==> src/rtl/icache_pkg.sv <==
// Shared types and address-field helpers for the direct-mapped instruction cache.
package icache_pkg;

    typedef enum logic [1:0] {
        IDLE   = 2'd0,
        LOOKUP = 2'd1,
        MISS   = 2'd2,
        REFILL = 2'd3
    } state_e;

    function automatic int tag_w(input int addr_w, input int blkidx_bit, input int offset_bit);
        return addr_w - blkidx_bit - offset_bit;
    endfunction

    // Helpers work on a 64-bit view so one body serves any address width.
    function automatic logic [63:0] addr_tag(input logic [63:0] a, input int blkidx_bit,
                                             input int offset_bit);
        return a >> (blkidx_bit + offset_bit);
    endfunction

    function automatic logic [63:0] addr_idx(input logic [63:0] a, input int blkidx_bit,
                                             input int offset_bit);
        return (a >> offset_bit) & ((64'd1 << blkidx_bit) - 64'd1);
    endfunction

    function automatic logic [63:0] addr_word(input logic [63:0] a, input int offset_bit);
        return (a >> 2) & ((64'd1 << (offset_bit - 2)) - 64'd1);
    endfunction

endpackage

==> src/rtl/icache_stat_cnt.sv <==
// Saturating 32-bit event counter used for hit/miss statistics (ICACHE_STAT_EN builds).
module icache_stat_cnt (
    input  logic        clk,
    input  logic        rst_n,
    input  logic        inc,
    output logic [31:0] cnt
);

    function automatic logic [31:0] sat_inc(input logic [31:0] v);
        return (v == 32'hFFFF_FFFF) ? v : v + 32'd1;
    endfunction

    always_ff @(posedge clk or negedge rst_n) begin
        if (!rst_n)
            cnt <= '0;
        else if (inc)
            cnt <= sat_inc(cnt);
    end

endmodule

==> src/rtl/icache_ctrl.sv <==
// Read-only direct-mapped I-cache controller: tag lookup, burst refill, metadata update.
// Optional statistics counters are enabled with the ICACHE_STAT_EN macro.
module icache_ctrl
    import icache_pkg::*;
#(
    parameter  int ADDR_W     = 32,
    parameter  int BLKIDX_BIT = 4,
    parameter  int OFFSET_BIT = 4,
    localparam int TAG_W      = tag_w(ADDR_W, BLKIDX_BIT, OFFSET_BIT)
) (
    input  logic                  clk,
    input  logic                  rst_n,
    input  logic                  cpu_req,
    input  logic [ADDR_W-1:0]     cpu_addr,
    output logic                  cpu_addr_ok,
    output logic                  cpu_data_ok,
    output logic [31:0]           cpu_rdata,
    output logic                  meta_wen,
    output logic [BLKIDX_BIT-1:0] meta_blkidx,
    output logic [TAG_W:0]        meta_wdata,
    input  logic [TAG_W:0]        meta_rdata,
    output logic                  data_wen,
    output logic [BLKIDX_BIT-1:0] data_blkidx,
    output logic [OFFSET_BIT-3:0] data_word,
    output logic [31:0]           data_wdata,
    input  logic [31:0]           data_rdata,
    output logic                  mem_req,
    output logic [ADDR_W-1:0]     mem_addr,
    input  logic                  mem_addr_ok,
    input  logic                  mem_rvalid,
    input  logic [31:0]           mem_rdata,
    input  logic                  mem_rlast
`ifdef ICACHE_STAT_EN
    ,
    output logic [31:0]           hit_cnt,
    output logic [31:0]           miss_cnt
`endif
);

    state_e                state_q, state_d;
    logic [ADDR_W-1:0]     req_addr;
    logic [OFFSET_BIT-3:0] cnt;
    logic [TAG_W-1:0]      req_tag;
    logic [BLKIDX_BIT-1:0] req_idx;
    logic [OFFSET_BIT-3:0] req_word;
    logic                  hit;

    assign req_tag  = TAG_W'(addr_tag(64'(req_addr), BLKIDX_BIT, OFFSET_BIT));
    assign req_idx  = BLKIDX_BIT'(addr_idx(64'(req_addr), BLKIDX_BIT, OFFSET_BIT));
    assign req_word = (OFFSET_BIT-2)'(addr_word(64'(req_addr), OFFSET_BIT));
    assign hit      = meta_rdata[TAG_W] && (meta_rdata[TAG_W-1:0] == req_tag);

    always_ff @(posedge clk or negedge rst_n) begin
        if (!rst_n) begin
            state_q  <= IDLE;
            req_addr <= '0;
            cnt      <= '0;
        end else begin
            state_q <= state_d;
            if (state_q == IDLE && cpu_req)
                req_addr <= cpu_addr;
            // Beat counter wraps naturally at WORDS; over-long bursts overwrite earlier words.
            if (state_q == MISS && mem_addr_ok)
                cnt <= '0;
            else if (state_q == REFILL && mem_rvalid)
                cnt <= cnt + 1'b1;
        end
    end

    always_comb begin
        state_d     = state_q;
        cpu_addr_ok = 1'b0;
        cpu_data_ok = 1'b0;
        cpu_rdata   = '0;
        meta_wen    = 1'b0;
        meta_blkidx = '0;
        meta_wdata  = '0;
        data_wen    = 1'b0;
        data_blkidx = '0;
        data_word   = '0;
        data_wdata  = '0;
        mem_req     = 1'b0;
        mem_addr    = '0;
        case (state_q)
            IDLE: begin
                cpu_addr_ok = 1'b1;
                if (cpu_req)
                    state_d = LOOKUP;
            end
            LOOKUP: begin
                meta_blkidx = req_idx;
                data_blkidx = req_idx;
                data_word   = req_word;
                if (hit) begin
                    cpu_data_ok = 1'b1;
                    cpu_rdata   = data_rdata;
                    state_d     = IDLE;
                end else begin
                    state_d = MISS;
                end
            end
            MISS: begin
                mem_req  = 1'b1;
                mem_addr = {req_addr[ADDR_W-1:OFFSET_BIT], {OFFSET_BIT{1'b0}}};
                if (mem_addr_ok)
                    state_d = REFILL;
            end
            REFILL: begin
                if (mem_rvalid) begin
                    data_wen    = 1'b1;
                    data_blkidx = req_idx;
                    data_word   = cnt;
                    data_wdata  = mem_rdata;
                    // Metadata goes valid only on the final beat, so an aborted refill leaves the line invalid.
                    if (mem_rlast) begin
                        meta_wen    = 1'b1;
                        meta_blkidx = req_idx;
                        meta_wdata  = {1'b1, req_tag};
                        state_d     = LOOKUP;
                    end
                end
            end
            default: state_d = IDLE;
        endcase
    end

`ifdef ICACHE_STAT_EN
    logic refilled;

    // Marks the LOOKUP that follows a refill so the guaranteed re-hit is not counted.
    always_ff @(posedge clk or negedge rst_n) begin
        if (!rst_n)
            refilled <= 1'b0;
        else if (state_q == REFILL)
            refilled <= 1'b1;
        else if (state_q == IDLE)
            refilled <= 1'b0;
    end

    icache_stat_cnt u_hit_cnt (
        .clk   (clk),
        .rst_n (rst_n),
        .inc   (state_q == LOOKUP && hit && !refilled),
        .cnt   (hit_cnt)
    );

    icache_stat_cnt u_miss_cnt (
        .clk   (clk),
        .rst_n (rst_n),
        .inc   (state_q == LOOKUP && !hit),
        .cnt   (miss_cnt)
    );
`endif

endmodule

==> config.mk <==
export PLATFORM = sky130hd
export DESIGN_NAME = icache_ctrl
export DESIGN_NICKNAME = d
export VERILOG_FILES = /design/src/rtl/icache_pkg.sv /design/src/rtl/icache_stat_cnt.sv /design/src/rtl/icache_ctrl.sv
export SDC_FILE = /design/constraint.sdc
export NUM_CORES = 1
export LEC_CHECK = 0
export CAP_MARGIN = 20
export CORE_MARGIN = 8
export CORE_UTILIZATION = 30
export CTS_CLUSTER_DIAMETER = 80
export DETAILED_ROUTE_END_ITERATION = 16
export GPL_ROUTABILITY_DRIVEN = 0
export PLACE_DENSITY = 0.83
export RECOVER_POWER = 100
export SYNTH_ARGS = -nofsm -noshare
export SYNTH_HDL_FRONTEND = slang
export SYNTH_SLANG_ARGS = --single-unit
==> constraint.sdc <==
create_clock -name clk -period 2.3 [get_ports clk]
set_input_delay 0.23 -clock clk [delete_from_list [all_inputs] [get_ports clk]]
set_output_delay 0.23 -clock clk [all_outputs]
set_load 0.05 [all_outputs]
# After elaboration in Yosys (flattened, before gate mapping)
# Index checks and enable logic that the tools add are counted.
[word_totals]
input_bits = 127
word_cells = 51
out_inout_bits = 136
ff_bits = 36
[op_classes]
n_reduce_logical = 7
n_eq_ne = 8
muxes = 32
add_sub_neg = 1
[ops]
columns = ["op", "n"]
rows = [
  ["2-to-1 mux 32 bit", 5],
  ["2-to-1 mux 25 bit", 3],
  ["equality test 24 bit", 1],
  ["2-to-1 mux 2 bit", 8],
  ["one-hot mux 4 bit (2 select lines)", 2],
  ["2-to-1 mux 4 bit", 3],
  ["2-to-1 mux 1 bit", 9],
  ["!= test 2 bit (second input constant)", 4],
  ["one-hot mux 2 bit (4 select lines)", 1],
  ["equality test 2 bit (second input constant)", 2],
  ["logical AND 1 bit", 4],
  ["one-hot mux 2 bit (2 select lines)", 1],
  ["AND reduction 4 bit", 1],
  ["adder 2 x 1 -> 2 bit (second input constant)", 1],
  ["equality test 2 x 1 -> 1 bit (second input constant)", 1],
  ["zero test 2 bit", 1],
  ["nonzero test 2 bit", 1],
]

# Depth between registers and ports, before layout
# Gate-level depths: netlist of the first run.
[depth]
depth_word = 4
mapped_depth = 7
ltp_nobuf = 6

# Worst setup path after synthesis of the first run
# OpenSTA, ideal clock, no wires.
[synth_timing]
path_kind = "register -> output"
startpoint = "register state_q[0]"
endpoint = "output port data_blkidx[0]"
arrival_time_ns = 2.222
path_stages_with_launch = 6
setup_slack_ns = -0.152
required_time_ns = 2.070
path_buffers = 1
cell_sequence = "dfrtp_1 -> ha_1 -> and2_1 -> clkbuf_1 -> nor2_1 -> nor2b_1"
[synth_via]
elab_chain_len = 2
elab_cells_between_ends = 3
cone_classes = "2 x eq/ne; 1 x mux"
[synth_lines]
columns = ["item", "line", "text"]
rows = [
  ["start: declaration", "icache_ctrl.sv:40", "state_e state_q, state_d;"],
  ["start signal: assignment", "icache_ctrl.sv:59", "state_q <= state_d;"],
  ["equality test 2 bit / equality test 2 x 1 -> 1 bit (equally long branches)", "icache_ctrl.sv:84", "case (state_q)"],
  ["one-hot mux 4 bit (2 select lines) (*)", "icache_ctrl.sv:84", ""],
  ["end: declaration", "icache_ctrl.sv:23", "output logic [BLKIDX_BIT-1:0] data_blkidx,"],
]
# Mark *: on every way between the ends. The rest lies on a longest branch, timed or not.

# Worst setup path in the final report of the first run
[layout_timing]
startpoint = "register req_addr[15]"
endpoint = "output port cpu_rdata[11]"
[layout_via]
elab_chain_len = 4
[layout_lines]
columns = ["item", "line", "text"]
rows = [
  ["start: declaration", "icache_ctrl.sv:41", "logic [ADDR_W-1:0] req_addr;"],
  ["start signal: assignment", "icache_ctrl.sv:61", "req_addr <= cpu_addr;"],
  ["equality test 24 bit", "icache_ctrl.sv:51", "assign hit = meta_rdata[TAG_W] && (meta_rdata[TAG_W-1:0] == req_tag);"],
  ["logical AND 1 bit", "icache_ctrl.sv:51", ""],
  ["2-to-1 mux 32 bit", "icache_ctrl.sv:94", "if (hit) begin"],
  ["2-to-1 mux 32 bit", "icache_ctrl.sv:84", ""],
  ["end: declaration", "icache_ctrl.sv:17", "output logic [31:0] cpu_rdata,"],
]
# No other way between the ends.

==> results.tsv, run 1 <==
metric	value	unit
status	finished, violations left	
violations	capacitance limit, slew limit, setup timing	
clock_tree.root_cell	clkbuf_8	
portBuffers	256	
wl_per_cell	21.22	um
power_frac_seq	0.228	
critPathMaxFanout	5	
fin_cells	652	
drc_errors	0	
avgSynthCellArea	9.312	um^2
dp_slack	-0.2633	ns
maxSlewHeadroom	-0.3047	
worst_slew_pin_slew	1.957	ns
dp.cells	632	
grt_max_degree	35	
numCtsBuffers	5	
synth_area	2589	um^2
dieArea	11860	um^2
ir_drop	0.0008322	V
cp_slowest_stage_delay	0.56	ns
crit_top_cell	buf_12	
setup_slack	-0.2012	ns
start_util	0.3028	
ant_nets	0	
ios	263	
synth-seq-cells	34	
fin_hold_ws	0.4908	ns
area_growth_syn_to_layout	141.7	%
rsz0062_at_grt	yes	
hp-class	primary input to asynchronous set/reset pin	
clk_path_buf_depth	2	
place_area	6583	um^2
syn_inst	278	
num_vias	3024	
htree_levels	2	
wl	13.83	mm
synth_warnings	0	
viasPerCell	4.638	
ys_types	28	
period_minus_slack	2.501	ns
final_util	0.7316	
nets	675	
worstSkewPairLatency	0.27	ns
p_total	5.327	mW
criticalPathCategory	flop to output port	
design_area	6256	um^2
rows	34	
finalMaxSlewViolations	35	
combPwrFrac	0.687	
seq_area	852.1	um^2
clk_pin_slew	0.07	ns
path_cells	xnor2_1, nand2_1, or4_4, nor3_4, buf_12, buf_8, and2_4, buf_12	
drt_iter0_drc	141	
grt_pass1_vias	3320	
p_per_area	851.5	nW/um^2
crit_buf_inv	3	
nFillCells	585	
multi_input_area	1697	um^2
hold_violations	0	
worst_ep_arrival_time	2.27	ns
critPathCaptureType	output port	
grt_first_pass_wirelength	19.91	mm
max_clock_freq	0.3998	GHz
cts_tree	done	
ys_seq_area_frac	0.3287	
drive_above_1_share	0.4191	
antenna_found_initial	0	
switchingPower	2.551	mW
required	2.07	ns
die_w	108.9	um
worst_clock_skew	0.003100	ns
clock_sinks	34	
power_leakage	2.853	nW
core_area	8551	um^2
grt.total_usage	0.2202	
first_pass_iters	6	
cp_slowest_cell	or4_4	
cp_top_family	simple AND/OR/NAND/NOR gates	
dp_hpwl	11.26	mm
die_h	108.9	um
cap_violations	1	
clkPwrFrac	0.085	
post-route-period-util	1.087	
antenna_cells	0	
p_int	2.776	mW
finalSetupTns	-6.917	ns
startpoint_type	flop	
switching_share	0.4788	
grt_overflow	0	
setup_violations	61	
## what timing repair did
item	4_1_cts	5_1_grt
hold buffers	0	0
pin swaps	9	38
setup endpoints to repair	33	33
buffers inserted	9	1
gates cloned	1	3
resized for setup	37	14
## cell type report
| class | count | area share |
|---|---|---|
| multi-input cells | 217 | 0.2712 |
| flip-flops and latches | 34 | 0.1362 |
| well taps | 108 | 0.02160 |
| clock buffers | 7 | 0.01380 |
| inverters | 5 | 0.003000 |
| clock inverters | 1 | 0.0008000 |
| repair buffers | 280 | 0.5534 |
## cell usage after synthesis
cell type  number  share of area
or2_2           1         0.0024
a41o_1          1         0.0039
dfrtp_1        34           0.33
nor3_1          1         0.0019
and3_1         33          0.080
clkbuf_1       17          0.025
and2_1         85           0.21
a22o_1          1         0.0034
nor2b_1         4         0.0097
ha_1            5          0.024
buf_4           5          0.015
o21ai_0         1         0.0019
buf_6           3          0.013
or4_4           1         0.0043
nand4_1         3         0.0073
o21a_1          4          0.012
nand2_1         6         0.0087
nor3_4          1         0.0063
a21oi_1         3         0.0058
inv_1           5         0.0073
nor4_1          2         0.0048
nor2_1          2         0.0029
xnor2_1        14          0.047
mux2_2         30           0.13
xor2_1         12          0.041
nand3_1         2         0.0039
a222oi_1        1         0.0039
conb_1          1         0.0014
## cells by family (layout without fill, tap and decap cells)
logic type,Yosys count,count (layout),share of synthesized area
DFF,34,34,0.3287
AOI/OAI and AO/OA,11,11,0.03045
xor gates and xnor gates,26,26,0.08797
adders and majority gates,5,5,0.02417
and+or+nand+nor,141,141,0.3374
other,1,4,0.001449
buffers and inverters,30,293,0.05945
muxes,30,30,0.1305
## path summary, 6_finish.rpt
path,startpoint,endpoint,slack [ns],cells past startpoint
max in group asynchronous,rst_n,req_addr[29],0.54,1
worst max-delay path,req_addr[15],cpu_rdata[11],-0.20,8
worst min-delay path,rst_n,req_addr[30],0.49,1
min in group clk,req_addr[3],req_addr[3],0.52,1
worst max register to register,req_addr[15],state_q[1],0.37,5
worst min register to register,req_addr[3],req_addr[3],0.52,1
## worst reg2reg max path: cells and delay by family (launching register included)
kind            cells  cell delay [ns]
simple gates        3             0.99
compound gates      1             0.24
flops               1             0.41
xor+xnor            1             0.18
## metal layers
layer	wire length (um)	GRT usage
met3	1424	0.07801
met1	4606	0.2226
met5	0	0
met4	200	0.04692
met2	7602	0.4211
## state kept, by name, summed over array words and instances (netlist names)
register / cells
cnt: 2
req_addr: 30
state_q: 2
## layout by cell type, fill, tap and decap left out, types with 2 or more instances in the layout
| cell | instances |
|---|---|
| nand3_1 | 2 |
| a21oi_1 | 3 |
| xnor2_2 | 2 |
| nand4_1 | 3 |
| mux2_2 | 30 |
| conb_1 | 4 |
| clkbuf_8 | 6 |
| buf_4 | 16 |
| nor2_1 | 2 |
| buf_2 | 6 |
| xnor2_1 | 12 |
| o21a_1 | 4 |
| nand2_1 | 6 |
| inv_1 | 5 |
| clkdlybuf4s50_1 | 122 |
| dfrtp_1 | 33 |
| buf_12 | 89 |
| nor2b_1 | 4 |
| and3_1 | 33 |
| and2_4 | 32 |
| ha_1 | 5 |
| and2_1 | 46 |
| clkbuf_1 | 5 |
| xor2_1 | 12 |
| clkbuf_2 | 35 |
| and2_0 | 7 |
| buf_8 | 4 |
## power groups by stage
| stage | registers (mW) | logic (mW) | clock network (mW) |
|---|---|---|---|
| floorplan | 1.13 | 2.14 | 0 |
| global placement | 1.21 | 3.96 | 0 |
| detailed placement | 1.24 | 4.06 | 0 |
| CTS | 1.21 | 4.20 | 0.468 |
| global route | 1.25 | 3.85 | 0.500 |
| finish | 1.21 | 3.66 | 0.454 |
No activity file was read; power rests on OpenSTA's default activity.
==> inputs of run 2 (changes only) <==
- GPL_TIMING_DRIVEN: default -> 0
==> results.tsv, run 2 (synthesized netlist as in run 1, its figures left out) <==
metric	value	unit
nets	687	
worst_slew_pin_slew	1.888	ns
cp_slowest_stage_delay	0.54	ns
finalSetupTns	-4.935	ns
drt_iter0_drc	98	
clock_tree.root_cell	clkbuf_8	
largest_reg_flops	30	
clk_pin_slew	0.07	ns
numCtsBuffers	5	
critPathMaxFanout	10	
drive_above_1_share	0.3802	
hold_violations	0	
critPathCaptureType	output port	
worst_clock_skew	0.005235	ns
core_area	8551	um^2
required	2.07	ns
viasPerCell	4.584	
setup_slack	-0.1923	ns
period_minus_slack	2.492	ns
cts_tree	done	
drc_errors	0	
dp_slack	-1.007	ns
grt_pass1_vias	3225	
reg_top3	req_addr: 30 flops, cnt: 2 flops, state_q: 2 flops	
ir_drop	0.0008889	V
wl_per_cell	18.86	um
p_total	4.886	mW
crit_buf_inv	3	
largest-register	req_addr	
area_growth_syn_to_layout	118.3	%
worstSkewPairLatency	0.28	ns
dp_hpwl	10.26	mm
grt_overflow	0	
regToRegSetupSlack	0.32	ns
grt_max_degree	35	
violations	capacitance limit, slew limit, setup timing	
ant_nets	0	
start_util	0.3028	
first_pass_iters	4	
grt_first_pass_wirelength	18.01	mm
rsz0062_at_grt	yes	
hp-class	primary input to asynchronous set/reset pin	
maxSlewHeadroom	-0.2584	
max_clock_freq	0.4012	GHz
die_h	108.9	um
status	finished, violations left	
antenna_cells	0	
portBuffers	256	
clock_sinks	34	
clk_path_buf_depth	2	
htree_levels	2	
p_per_area	864.5	nW/um^2
antenna_found_initial	0	
path_cells	xnor2_2, nand4_1, or4_4, nor3_4, buf_12, buf_8, and2_1, buf_6	
final_common_cell	clkdlybuf4s50_1	
wl	12.50	mm
worst_ep_arrival_time	2.26	ns
final_cell_mix	clkdlybuf4s50_1 (126), and2_1 (53), clkdlybuf4s15_2 (48), and3_1 (33), dfrtp_1 (32)	
finalMaxSlewViolations	35	
die_w	108.9	um
cp_top_family	simple AND/OR/NAND/NOR gates	
criticalPathCategory	flop to output port	
post-route-period-util	1.084	
power_leakage	2.606	nW
final_util	0.6610	
cp_slowest_cell	or4_4	
grt.total_usage	0.1949	
cap_violations	1	
dieArea	11860	um^2
setup_violations	42	
startpoint_type	flop	
ios	263	
postCtsHoldBufs	0	
rows	34	
num_vias	3039	
-- run 2: cell types whose count changed in the layout (fill, tap and decap cells not counted), sizes merged, moves of 3 or more --
cell           previous run  this run
clkbuf                   47        44
buf                     116        64
dlygate4sd2               0         8
clkdlybuf4s15             0        54
clkdlybuf4s50           122       126
-- run 2: layout make-up --
class / count / area, um^2
Tap cell: 108 / 135.1
Clock inverter: 1 / 7.507
Multi-Input combinational cell: 217 / 1698
Inverter: 5 / 18.77
Timing Repair Buffer: 268 / 2713
Clock buffer: 6 / 72.57
Fill cell: 681 / 2899
Buffer: 24 / 153.9
Sequential cell: 34 / 853.3
-- run 2: worst paths after layout --
check                      depth (start not counted)            to         from
max in group asynchronous                          1   req_addr[8]        rst_n
max reg2reg                                        5    state_q[1]   state_q[0]
min                                                1  req_addr[12]        rst_n
min reg2reg                                        1   req_addr[2]  req_addr[2]
min in group clk                                   1   req_addr[2]  req_addr[2]
max                                                8  cpu_rdata[7]  req_addr[8]
-- run 2: through the flow --
step	instance area [um^2]	cells	hold WS (ns)
floorplan	2613	281	-0.06559
global placement	5310	645	0.4910
detailed placement	5305	645	0.3632
CTS	5584	657	0.05805
global route	5652	663	0.5349
finish	5652	663	0.4584
-- run 2: timing repair --
| item | in CTS | in global routing |
|---|---|---|
| setup buffers | 5 | 7 |
| endpoints found under the setup margin | 129 | 81 |
| pin swaps | 7 | 10 |
| gates resized for setup | 521 | 76 |
-- run 2: power by group --
| part | total, mW | leakage (nW) | switching, mW | internal [mW] |
|---|---|---|---|---|
| logic | 3.23 | 2.17 | 1.92 | 1.31 |
| clock network | 0.426 | 0.0373 | 0.218 | 0.208 |
| registers | 1.23 | 0.402 | 0.318 | 0.911 |
-- run 2: metal layers --
metal / routed length (um) / track usage / vias to the layer above
li1: - / - / 1456
met1: 4616 / 0.2090 / 1409
met2: 6424 / 0.3557 / 157
met3: 1240 / 0.06738 / 17
met4: 221 / 0.04888 / 0
met5: 0 / 0 / -
